[config.mk]
export PLATFORM = sky130hd
export DESIGN_NAME = integral_window_generator
export DESIGN_NICKNAME = d
export VERILOG_FILES = /design/src/rtl/haar_pkg.sv /design/src/rtl/integral_window_generator_line_buffer.sv /design/src/rtl/integral_window_generator.sv
export SDC_FILE = /design/constraint.sdc
export NUM_CORES = 1
export LEC_CHECK = 0
export BUFFER_PORTS_ARGS = -buffer_cell sky130_fd_sc_hd__clkbuf_2
export CAP_MARGIN = 20
export CORE_ASPECT_RATIO = 0.8
export CORE_MARGIN = 2
export CORE_UTILIZATION = 40
export CTS_CLUSTER_SIZE = 16
export DETAILED_ROUTE_END_ITERATION = 8
export SYNTH_ARGS = -nofsm -noshare
export SYNTH_HDL_FRONTEND = slang
export SYNTH_HIERARCHICAL = 1
export SYNTH_SLANG_ARGS = --single-unit
[constraint.sdc]
create_clock -name clk_fpga -period 7.9 [get_ports clk_fpga]
set_input_delay 0.79 -clock clk_fpga [delete_from_list [all_inputs] [get_ports clk_fpga]]
set_output_delay 0.79 -clock clk_fpga [all_outputs]
set_load 0.01 [all_outputs]
[src/rtl/haar_pkg.sv]
// Shared widths, window geometry and types for the Haar integral-image pipeline.
package haar_pkg;
  localparam int DATA_WIDTH_8    = 8;
  localparam int DATA_WIDTH_12   = 12;
  localparam int INTEGRAL_WIDTH  = 3;
  localparam int INTEGRAL_HEIGHT = 3;

  typedef logic [DATA_WIDTH_12-1:0] integral_t;

  typedef enum logic [1:0] {
    ST_IDLE   = 2'd0,
    ST_STREAM = 2'd1,
    ST_HOLD   = 2'd2
  } state_t;
endpackage

[src/rtl/integral_window_generator_line_buffer.sv]
// One image row of integral values, addressed by column.
// Reads are combinational, so a write to the same address only lands after the old value is read.
module line_buffer #(
  parameter int DEPTH = 16,
  parameter int WIDTH = 12,
  parameter int AW    = $clog2(DEPTH)
) (
  input  logic             clk_i,
  input  logic             we_i,
  input  logic [AW-1:0]    addr_i,
  input  logic [WIDTH-1:0] wdata_i,
  output logic [WIDTH-1:0] rdata_o
);
  logic [WIDTH-1:0] mem_q [DEPTH];

  always_ff @(posedge clk_i) begin
    if (we_i) mem_q[addr_i] <= wdata_i;
  end

  assign rdata_o = mem_q[addr_i];
endmodule

[src/rtl/integral_window_generator.sv]
// Raster integral-image stage: builds mod-4096 integral values on the fly and
// presents the 3x3 integral neighbourhood to the downstream classifier.
module integral_window_generator #(
  parameter int IMAGE_WIDTH     = 16,
  parameter int IMAGE_HEIGHT    = 16,
  parameter int DATA_WIDTH_8    = haar_pkg::DATA_WIDTH_8,
  parameter int DATA_WIDTH_12   = haar_pkg::DATA_WIDTH_12,
  parameter int INTEGRAL_WIDTH  = haar_pkg::INTEGRAL_WIDTH,
  parameter int INTEGRAL_HEIGHT = haar_pkg::INTEGRAL_HEIGHT,
  parameter int HOLD_CYCLES     = 10
) (
  input  logic                     clk_fpga,
  input  logic                     reset_fpga,
  input  logic [DATA_WIDTH_8-1:0]  i_pixel,
  input  logic                     i_pixel_valid,
  input  logic                     i_frame_start,
  output logic                     o_pixel_ready,
  output logic [DATA_WIDTH_12-1:0] o_integral_window [INTEGRAL_WIDTH*INTEGRAL_HEIGHT],
  output logic                     o_window_valid,
  output logic                     o_frame_done
);
  import haar_pkg::*;

  localparam int XW = $clog2(IMAGE_WIDTH);
  localparam int YW = $clog2(IMAGE_HEIGHT);
  localparam int HW = $clog2(HOLD_CYCLES + 1);
  localparam logic [XW-1:0] X_LAST    = XW'(IMAGE_WIDTH - 1);
  localparam logic [YW-1:0] Y_LAST    = YW'(IMAGE_HEIGHT - 1);
  localparam logic [HW-1:0] HOLD_LOAD = HW'(HOLD_CYCLES - 1);

  state_t          state_q;
  logic [XW-1:0]   x_q;
  logic [YW-1:0]   y_q;
  integral_t       row_sum_q;
  logic [HW-1:0]   hold_q;
  logic            done_pend_q;
  logic            ready_q;
  logic            valid_q;
  logic            fdone_q;
  integral_t       sr_q [INTEGRAL_HEIGHT][INTEGRAL_WIDTH];
  integral_t       sr_d [INTEGRAL_HEIGHT][INTEGRAL_WIDTH];
  integral_t       win_q [INTEGRAL_WIDTH*INTEGRAL_HEIGHT];

  logic            xfer;
  logic            restart;
  logic            accept;
  logic            emit;
  logic            last;
  logic [XW-1:0]   eff_x;
  logic [YW-1:0]   eff_y;
  integral_t       row_sum_d;
  integral_t       lb1_rd;
  integral_t       lb2_rd;
  integral_t       up1;
  integral_t       up2;
  integral_t       integ;

  // A frame-start transfer is taken as (0,0) whether the block was idle or mid-frame.
  assign xfer    = i_pixel_valid && ready_q;
  assign restart = xfer && i_frame_start;
  assign accept  = restart || (xfer && (state_q == ST_STREAM));
  assign eff_x   = restart ? '0 : x_q;
  assign eff_y   = restart ? '0 : y_q;

  assign row_sum_d = ((eff_x == '0) ? '0 : row_sum_q) + integral_t'(i_pixel);
  assign up1       = (eff_y == '0) ? '0 : lb1_rd;
  assign up2       = (eff_y < YW'(2)) ? '0 : lb2_rd;
  assign integ     = row_sum_d + up1;

  assign emit = accept && (eff_x >= XW'(2)) && (eff_y >= YW'(2));
  assign last = accept && (eff_x == X_LAST) && (eff_y == Y_LAST);

  line_buffer #(.DEPTH(IMAGE_WIDTH), .WIDTH(DATA_WIDTH_12)) u_lb_prev1 (
    .clk_i   (clk_fpga),
    .we_i    (accept),
    .addr_i  (eff_x),
    .wdata_i (integ),
    .rdata_o (lb1_rd)
  );

  line_buffer #(.DEPTH(IMAGE_WIDTH), .WIDTH(DATA_WIDTH_12)) u_lb_prev2 (
    .clk_i   (clk_fpga),
    .we_i    (accept),
    .addr_i  (eff_x),
    .wdata_i (up1),
    .rdata_o (lb2_rd)
  );

  // Row 0 carries I(.,y-2), row 1 I(.,y-1), row 2 I(.,y); the newest column enters at the right.
  always_comb begin
    sr_d = sr_q;
    if (accept) begin
      for (int r = 0; r < INTEGRAL_HEIGHT; r++) begin
        for (int c = 0; c < INTEGRAL_WIDTH - 1; c++) begin
          sr_d[r][c] = sr_q[r][c+1];
        end
      end
      sr_d[0][INTEGRAL_WIDTH-1]                 = up2;
      sr_d[1][INTEGRAL_WIDTH-1]                 = up1;
      sr_d[INTEGRAL_HEIGHT-1][INTEGRAL_WIDTH-1] = integ;
    end
  end

  always_ff @(posedge clk_fpga or negedge reset_fpga) begin
    if (!reset_fpga) begin
      state_q     <= ST_IDLE;
      x_q         <= '0;
      y_q         <= '0;
      row_sum_q   <= '0;
      hold_q      <= '0;
      done_pend_q <= 1'b0;
      ready_q     <= 1'b0;
      valid_q     <= 1'b0;
      fdone_q     <= 1'b0;
      sr_q        <= '{default: '0};
      win_q       <= '{default: '0};
    end else begin
      valid_q <= 1'b0;
      fdone_q <= 1'b0;
      if (accept) begin
        sr_q      <= sr_d;
        row_sum_q <= row_sum_d;
        fdone_q   <= last;
        if (last) begin
          x_q <= '0;
          y_q <= '0;
        end else if (eff_x == X_LAST) begin
          x_q <= '0;
          y_q <= eff_y + 1'b1;
        end else begin
          x_q <= eff_x + 1'b1;
          y_q <= eff_y;
        end
        if (emit) begin
          valid_q <= 1'b1;
          for (int r = 0; r < INTEGRAL_HEIGHT; r++) begin
            for (int c = 0; c < INTEGRAL_WIDTH; c++) begin
              win_q[r*INTEGRAL_WIDTH+c] <= sr_d[r][c];
            end
          end
        end
      end

      case (state_q)
        ST_IDLE, ST_STREAM: begin
          ready_q <= 1'b1;
          if (emit) begin
            state_q     <= ST_HOLD;
            ready_q     <= 1'b0;
            hold_q      <= HOLD_LOAD;
            done_pend_q <= last;
          end else if (last) begin
            state_q <= ST_IDLE;
          end else if (accept) begin
            state_q <= ST_STREAM;
          end
        end
        ST_HOLD: begin
          if (hold_q == '0) begin
            ready_q     <= 1'b1;
            done_pend_q <= 1'b0;
            state_q     <= done_pend_q ? ST_IDLE : ST_STREAM;
          end else begin
            hold_q <= hold_q - 1'b1;
          end
        end
        default: begin
          state_q <= ST_IDLE;
          ready_q <= 1'b0;
        end
      endcase
    end
  end

  assign o_pixel_ready     = ready_q;
  assign o_window_valid    = valid_q;
  assign o_frame_done      = fdone_q;
  assign o_integral_window = win_q;
endmodule

==> results of run 1 <==
layout make-up:
class                      count  area share (%)
sequential                   594            60.8
clock buffer                  83            6.02
inverter                      28           0.390
multi-input combinational    948            23.9
tap                          779            3.53
clock inverter                32            1.31
timing repair buffer         182            4.03
stage by stage:
stage               util, %  power [W]  area, um2
floorplan                 -    0.00477      23900
global placement       43.0    0.00523      25500
detailed placement     43.0    0.00527      25500
CTS                    46.4    0.00817      27500
global route           46.5    0.00844      27600
finish                 46.5    0.00811      27600
kinds of logic (layout without fill, tap and decap cells):
logic type               after synthesis  after routing  synth area share [%]
XOR/XNOR                              21             21                 0.832
multiplexers                         107            107                  9.85
buffers and inverters                111            325                  2.37
flip-flops                           594            594                  70.2
AO/OA/AOI/OAI                        176            176                  4.80
AND/OR/NAND/NOR                      615            615                  10.4
adder cells (fa/ha/maj)               29             29                  1.58
sequential cells by signal, indices dropped and copies added (netlist names), 2 cells and up:
register and count:
u_lb_prev1/mem_q 192, u_lb_prev2/mem_q 192, o_integral_window 108, sr_q 72, row_sum_q 12, hold_q 4
x_q 4, y_q 4, state_q 2
routing by layer:
layer / vias to the layer above / share of wire (%)
met2: 454 / 44
met1: 7141 / 47
met3: 73 / 6.7
met4: 0 / 2.0
met5: - / 0
li1: 6316 / -
power by group through the flow:
stage / Clock [W] / Sequential (W) / Combinational [W]
after floorplan: 0 / 0.00384 / 0.000935
after global placement: 0 / 0.00386 / 0.00136
after detailed placement: 0 / 0.00387 / 0.00140
after CTS: 0.00295 / 0.00381 / 0.00141
after global routing: 0.00306 / 0.00382 / 0.00155
final: 0.00289 / 0.00381 / 0.00141
final timing paths:
kind | endpoint | slack, ns | cells past startpoint
worst max-delay path | u_lb_prev1/mem_q[14][11] | 2.16 | 20
worst min-delay path | o_integral_window[101] | 0.11 | 1
worst max register to register | u_lb_prev1/mem_q[14][11] | 2.16 | 20
worst min register to register | row_sum_q[4] | 0.46 | 2
max in group asynchronous | sr_q[13] | 6.38 | 2
min in group clk_fpga | row_sum_q[4] | 0.46 | 2
Yosys cell counts (3+ instances only):
| library cell | n | share of area [%] |
|---|---|---|
| nor2_1 | 42 | 0.66 |
| dfrtp_1 | 210 | 22 |
| nand3b_1 | 6 | 0.19 |
| a22oi_1 | 48 | 1.5 |
| mux4_2 | 77 | 7.2 |
| a211oi_1 | 4 | 0.13 |
| nand2b_1 | 6 | 0.16 |
| inv_1 | 26 | 0.41 |
| a21o_1 | 6 | 0.19 |
| mux4_1 | 19 | 2.1 |
| xnor2_1 | 14 | 0.51 |
| edfxtp_1 | 384 | 48 |
| mux2_2 | 10 | 0.47 |
| o21ai_1 | 3 | 0.063 |
| xor2_1 | 6 | 0.22 |
| nor3_1 | 17 | 0.36 |
| and2_1 | 13 | 0.34 |
| a21oi_1 | 19 | 0.40 |
| nand3_1 | 9 | 0.19 |
| buf_6 | 11 | 0.52 |
| o21a_1 | 4 | 0.13 |
| buf_2 | 24 | 0.50 |
| nor2b_1 | 6 | 0.16 |
| a31oi_1 | 3 | 0.078 |
| ha_1 | 27 | 1.4 |
| o21bai_1 | 3 | 0.094 |
| clkbuf_1 | 36 | 0.56 |
| o211ai_1 | 4 | 0.13 |
| o21ai_0 | 65 | 1.4 |
| nand2_1 | 500 | 7.8 |
| buf_1 | 7 | 0.11 |
placed cells by master, fill, tap and decap left out, types with 4 or more instances in the layout:
cell,count
a211oi_1,4
a21o_1,6
a21oi_1,19
a22oi_1,48
and2_1,12
buf_4,55
bufinv_16,8
clkbuf_1,19
clkbuf_16,63
clkbuf_2,121
clkinv_1,11
clkinv_2,8
dfrtp_1,210
edfxtp_1,384
ha_1,27
inv_1,25
mux2_2,10
mux4_1,19
mux4_2,77
nand2_1,500
nand2b_1,6
nand3_1,9
nand3b_1,6
nor2_1,42
nor2b_1,6
nor3_1,15
o211ai_1,4
o21a_1,4
o21ai_0,65
xnor2_1,14
xor2_1,6
==> reports/qor.yml, run 1 <==
detailed_routing:
  avgRoutedWirePerCell_um: 20.7
  via_count: 14000
  drc_errors: 0
  wl_um: 54800
  avgViaCountPerCell: 5.28
  ant_nets: 0
  firstDrtPassIters: 5
  drt_iter0_drc: 1181
setup_path:
  cp_num_buf_inv: 2
  worst-setup-path-type: "reg -> reg"
  critPathArrivalTime_ns: 6.11
  crit_top_cell: "ha_1"
  start_kind: "register"
  crit_family: "simple AND/OR/NAND/NOR gates"
  worst_path_max_delay_cell: "and2_4"
  cp.required_ns: 8.27
  path_cells: "nand3_1, and2_4, inv_1, ha_1, o21ai_4, and2_1, ha_1, fa_1, a21o_1, a21oi_1, o21bai_1, a21oi_1, xnor2_1, ha_1, o21ai_0, or2b_2, o2111ai_2, a311oi_2, xnor3_2, inv_1"
  slowest_delay_ns: 0.55
  critical_path.max_fanout: 44
  critPathCaptureType: "register"
  r2r-start: "o_pixel_ready"
  setup.worst_path.start: "o_pixel_ready"
pwr:
  vdd_drop_max_uv: 188
  p_int_w: 0.00596
  p_leak_nw: 11.4
  share_comb_of_total_power_pct: 17.4
  power.share.sequential_pct: 46.9
  p_sw_share_pct: 26.6
  clkPwrFrac_pct: 35.6
  cellPowerDensity_nw_per_um2: 294
  switching_power_w: 0.00216
finish:
  seq_area_um2: 16800
  multi_input_area_um2: 6600
  drive_above_1_share_pct: 20.0
  antenna_cells: 0
  stdcell_count: 2646
  areaGrowthSynthToFinish_pct: 15.4
  n_fill_cell: 5107
  fin_nets: 1856
clock_tree:
  numCtsBuffers: 61
  cts_setup_buffers: 0
  clkLatencyLatePin_ns: 0.64
  clock_path_buffers: 3
  clk_pin_slew_ns: 0.06
  clockRootBuffer: "clkbuf_16"
  htreeDepth: 2
  post_cts_resize_count: 0
  cts_hold_buf: 0
  cts_num_sinks: 594
  cts_tree: "yes"
placed_design:
  dp_hpwl_um: 34600
  post-place-ws_ns: 1.57
  port_buffers: 122
  place_congestion: 0.828
  place_inst: 2526
die:
  io_pins: 123
  die_h_um: 223
  die-area_um2: 61800
  core_area_um2: 59400
  num_rows: 80
  die_x_um: 277
  initial_utilization_pct: 40.3
synthesis:
  synth_cell_types: 65
  synth_area_per_cell_um2: 14.5
  synth_fp_nets: 1694
  syn_inst: 1653
  synthesis.area_um2: 23900
  synthFlopType: "edfxtp_1"
  ys_warn_count: 6
  async_flop_share_pct: 35.4
  yosys_register_bits: 594
  synth_seq_area_share_pct: 70.2
  synth_edf_count: 384
grt:
  grt_pass1_vias: 13800
  met1_usage_pct: 27.0
  grt.busiest_layer: "met1"
  grt_max_degree: 85
  antenna_found_initial: 0
  grt_use_total_pct: 17.9
  grt_util_met3_pct: 3.35
  grt-ovfl-total: 0
  use_met2_pct: 26.7
  grt_pass1_wl_um: 84400
sta:
  grt_setup_unrepaired: "false"
  min_period_ns: 5.74
  hold_violations: 0
  maxSlewHeadroom_pct: 29.2
  setup_viol: 0
  skew_ns: 0.0285
  period_share_pct: 72.7
  fin_setup_tns_ns: 0
  layout_setup_ws_ns: 2.16
  slew_violations: 0
  worst_pin_slew_ns: 1.06
  max_clock_freq_mhz: 174
  whs_ns: 0.113
hold_path:
  hold_class: "in -> async"
status:
  status: "complete, no violations"
flow_run:
  maxCapViolations: 0
No activity file was read; power rests on OpenSTA's default activity.
==> run 2: changes to the inputs <==
ABC_AREA = 1   (was not set)
clock period = 5.7 ns   (was 7.9 ns; I/O delays follow)
==> reports/qor.yml, run 2 <==
die:
  core_area_um2: 62900
  die-area_um2: 65800
  die_x_um: 286
  initial_utilization_pct: 40.6
  num_rows: 82
  die_h_um: 230
  io_pins: 123
grt:
  grt_use_total_pct: 19.1
  grt_util_met3_pct: 3.38
  use_met2_pct: 27.4
  grt-ovfl-total: 0
  grt_max_degree: 122
  grt_pass1_wl_um: 97600
  antenna_found_initial: 1
  grt.busiest_layer: "met1"
  met1_usage_pct: 29.6
  grt_pass1_vias: 17100
synthesis:
  synth_most_common_cell: "nand2_1"
  synth_area_per_cell_um2: 9.60
  synthesis.area_um2: 25500
  yosys_register_bits: 594
  synth_top_area_cell: "edfxtp_1"
  synth_edf_count: 384
  async_flop_share_pct: 35.4
  netlist_top_cells_area: "edfxtp_1, dfrtp_1, nand2_1"
  ys_top_cells_by_count: "nand2_1, edfxtp_1, dfrtp_1"
  synth_fp_nets: 2699
  synth_cell_types: 38
  yosysTopAreaCellShare_pct: 45.2
  ys_warn_count: 6
  syn_inst: 2658
  synthFlopType: "edfxtp_1"
  synth_seq_area_share_pct: 65.8
detailed_routing:
  ant_nets: 0
  drc_errors: 0
  avgRoutedWirePerCell_um: 17.0
  firstDrtPassIters: 5
  via_count: 17800
  drt_iter0_drc: 1666
  wl_um: 62600
  avgViaCountPerCell: 4.84
clock_tree:
  cts_hold_buf: 0
  clock_path_buffers: 3
  cts_tree: "yes"
  cts_num_sinks: 594
  numCtsBuffers: 60
  post_cts_resize_count: 0
  clkLatencyLatePin_ns: 0.62
  clk_pin_slew_ns: 0.06
  cts_setup_buffers: 0
  clockRootBuffer: "clkbuf_16"
  htreeDepth: 2
setup_path:
  slowest_delay_ns: 0.49
  critPathArrivalTime_ns: 5.26
  critPathCaptureType: "register"
  cp.required_ns: 6.03
  start_kind: "register"
  worst-setup-path-type: "reg -> reg"
  crit_top_cell: "nand2_1"
  path_cells: "nand3_2, nand2_1, ha_1, nand2_1, clkinv_1, nor2_1, ha_1, fa_1, nand3_1, nand2_1, a21oi_1, o21ai_0, nand2_1, nand2_1, nand2_1, xor2_1, ha_1, inv_1, o21bai_1, a31oi_1, nand3_1, nand3_1, and2_1"
  critical_path.max_fanout: 16
  worst_path_max_delay_cell: "and2_1"
finish:
  drive_above_1_share_pct: 10.5
  finalInstanceArea_um2: 29100
  antenna_cells: 0
  stdcell_count: 3687
  final_cell_mix: "nand2_1, edfxtp_1, dfrtp_1"
  n_fill_cell: 5883
  fin_nets: 2836
  areaGrowthSynthToFinish_pct: 14.0
  fin_util_pct: 46.3
  layout_commonest_cell: "nand2_1"
pwr:
  vdd_drop_max_uv: 288
  p_total_w: 0.0142
  cellPowerDensity_nw_per_um2: 488
  p_leak_nw: 13.4
sta:
  min_period_ns: 4.93
  period_share_pct: 86.5
  hold_violations: 3
  max_clock_freq_mhz: 203
  slew_violations: 0
  setup_viol: 0
  fin_setup_tns_ns: 0
  worst_pin_slew_ns: 1.04
  skew_ns: 0.0191
  maxSlewHeadroom_pct: 30.7
  whs_ns: -0.0146
  grt_setup_unrepaired: "false"
placed_design:
  place_inst: 3573
  placed_area_um2: 27100
  dp_hpwl_um: 39600
  place_congestion: 0.855
  port_buffers: 122
status:
  status: "complete, but fails checks"
  violations: "negative hold slack"
hold_path:
  hold_class: "in -> async"
flow_run:
  maxCapViolations: 0
[run 2: per-stage QoR]
step	setup WS [ns]	hold WS (ns)
after CTS	0.763	0.0601
after detailed placement	0.554	0.469
final	0.770	-0.0146
after floorplan	1.52	0.274
after global routing	0.261	0.0965
after global placement	0.811	0.463
[run 2: layout make-up]
| type | instances | area (um2) | area share, % |
|---|---|---|---|
| inverters | 204 | 777 | 2.67 |
| repair buffers | 193 | 1190 | 4.09 |
| well taps | 840 | 1050 | 3.61 |
| multi-input cells | 1742 | 7290 | 25.1 |
| clock buffers | 90 | 1810 | 6.22 |
| clock inverters | 24 | 185 | 0.637 |
| flip-flops and latches | 594 | 16800 | 57.7 |
[run 2: where the power goes]
part | total (W) | switching, W | internal (W)
clock | 0.00392 | 0.00164 | 0.00228
sequential | 0.00578 | 0.000176 | 0.00560
combinational | 0.00450 | 0.00331 | 0.00119
total | 0.0142 | 0.00513 | 0.00907
[run 2: cell families (layout without fill, tap and decap cells)]
group                      after synthesis  after routing  synth area share (%)
buffers and inverters                  322            511                  5.69
xor gates and xnor gates                22             22                 0.755
adders and majority gates               29             29                  1.48
and+or+nand+nor                       1504           1504                  22.4
DFF                                    594            594                  65.8
AOI/OAI and AO/OA                      187            187                  3.84
[run 2: path summary, 6_finish.rpt]
| check | from | end | slack, ns | cells after the start |
|---|---|---|---|---|
| worst max-delay path | o_pixel_ready | u_lb_prev1/mem_q[10][11] | 0.77 | 23 |
| worst max register to register | o_pixel_ready | u_lb_prev1/mem_q[10][11] | 0.77 | 23 |
| max in group asynchronous | reset_fpga | o_integral_window[107] | 4.54 | 2 |
| worst min register to register | sr_q[79] | sr_q[91] | 0.48 | 2 |
| worst min-delay path | reset_fpga | o_integral_window[49] | -0.01 | 1 |
| min in group clk_fpga | i_pixel[0] | row_sum_q[0] | 0.44 | 4 |
[run 2: critical path, delay by kind of cell (launching register included)]
family | cells | cell delay [ns]
AND/OR/NAND/NOR | 12 | 1.96
buffers and inverters | 2 | 0.29
XOR/XNOR | 1 | 0.21
flip-flops | 1 | 0.42
AO/OA/AOI/OAI | 4 | 0.59
adder cells (fa/ha/maj) | 4 | 1.17
[run 2: layer usage]
metal / part of all wire [%] / routed length [um]
met1: 48 / 30300
met2: 42 / 26100
met3: 7.8 / 4910
met4: 2.0 / 1270
met5: 0 / 0
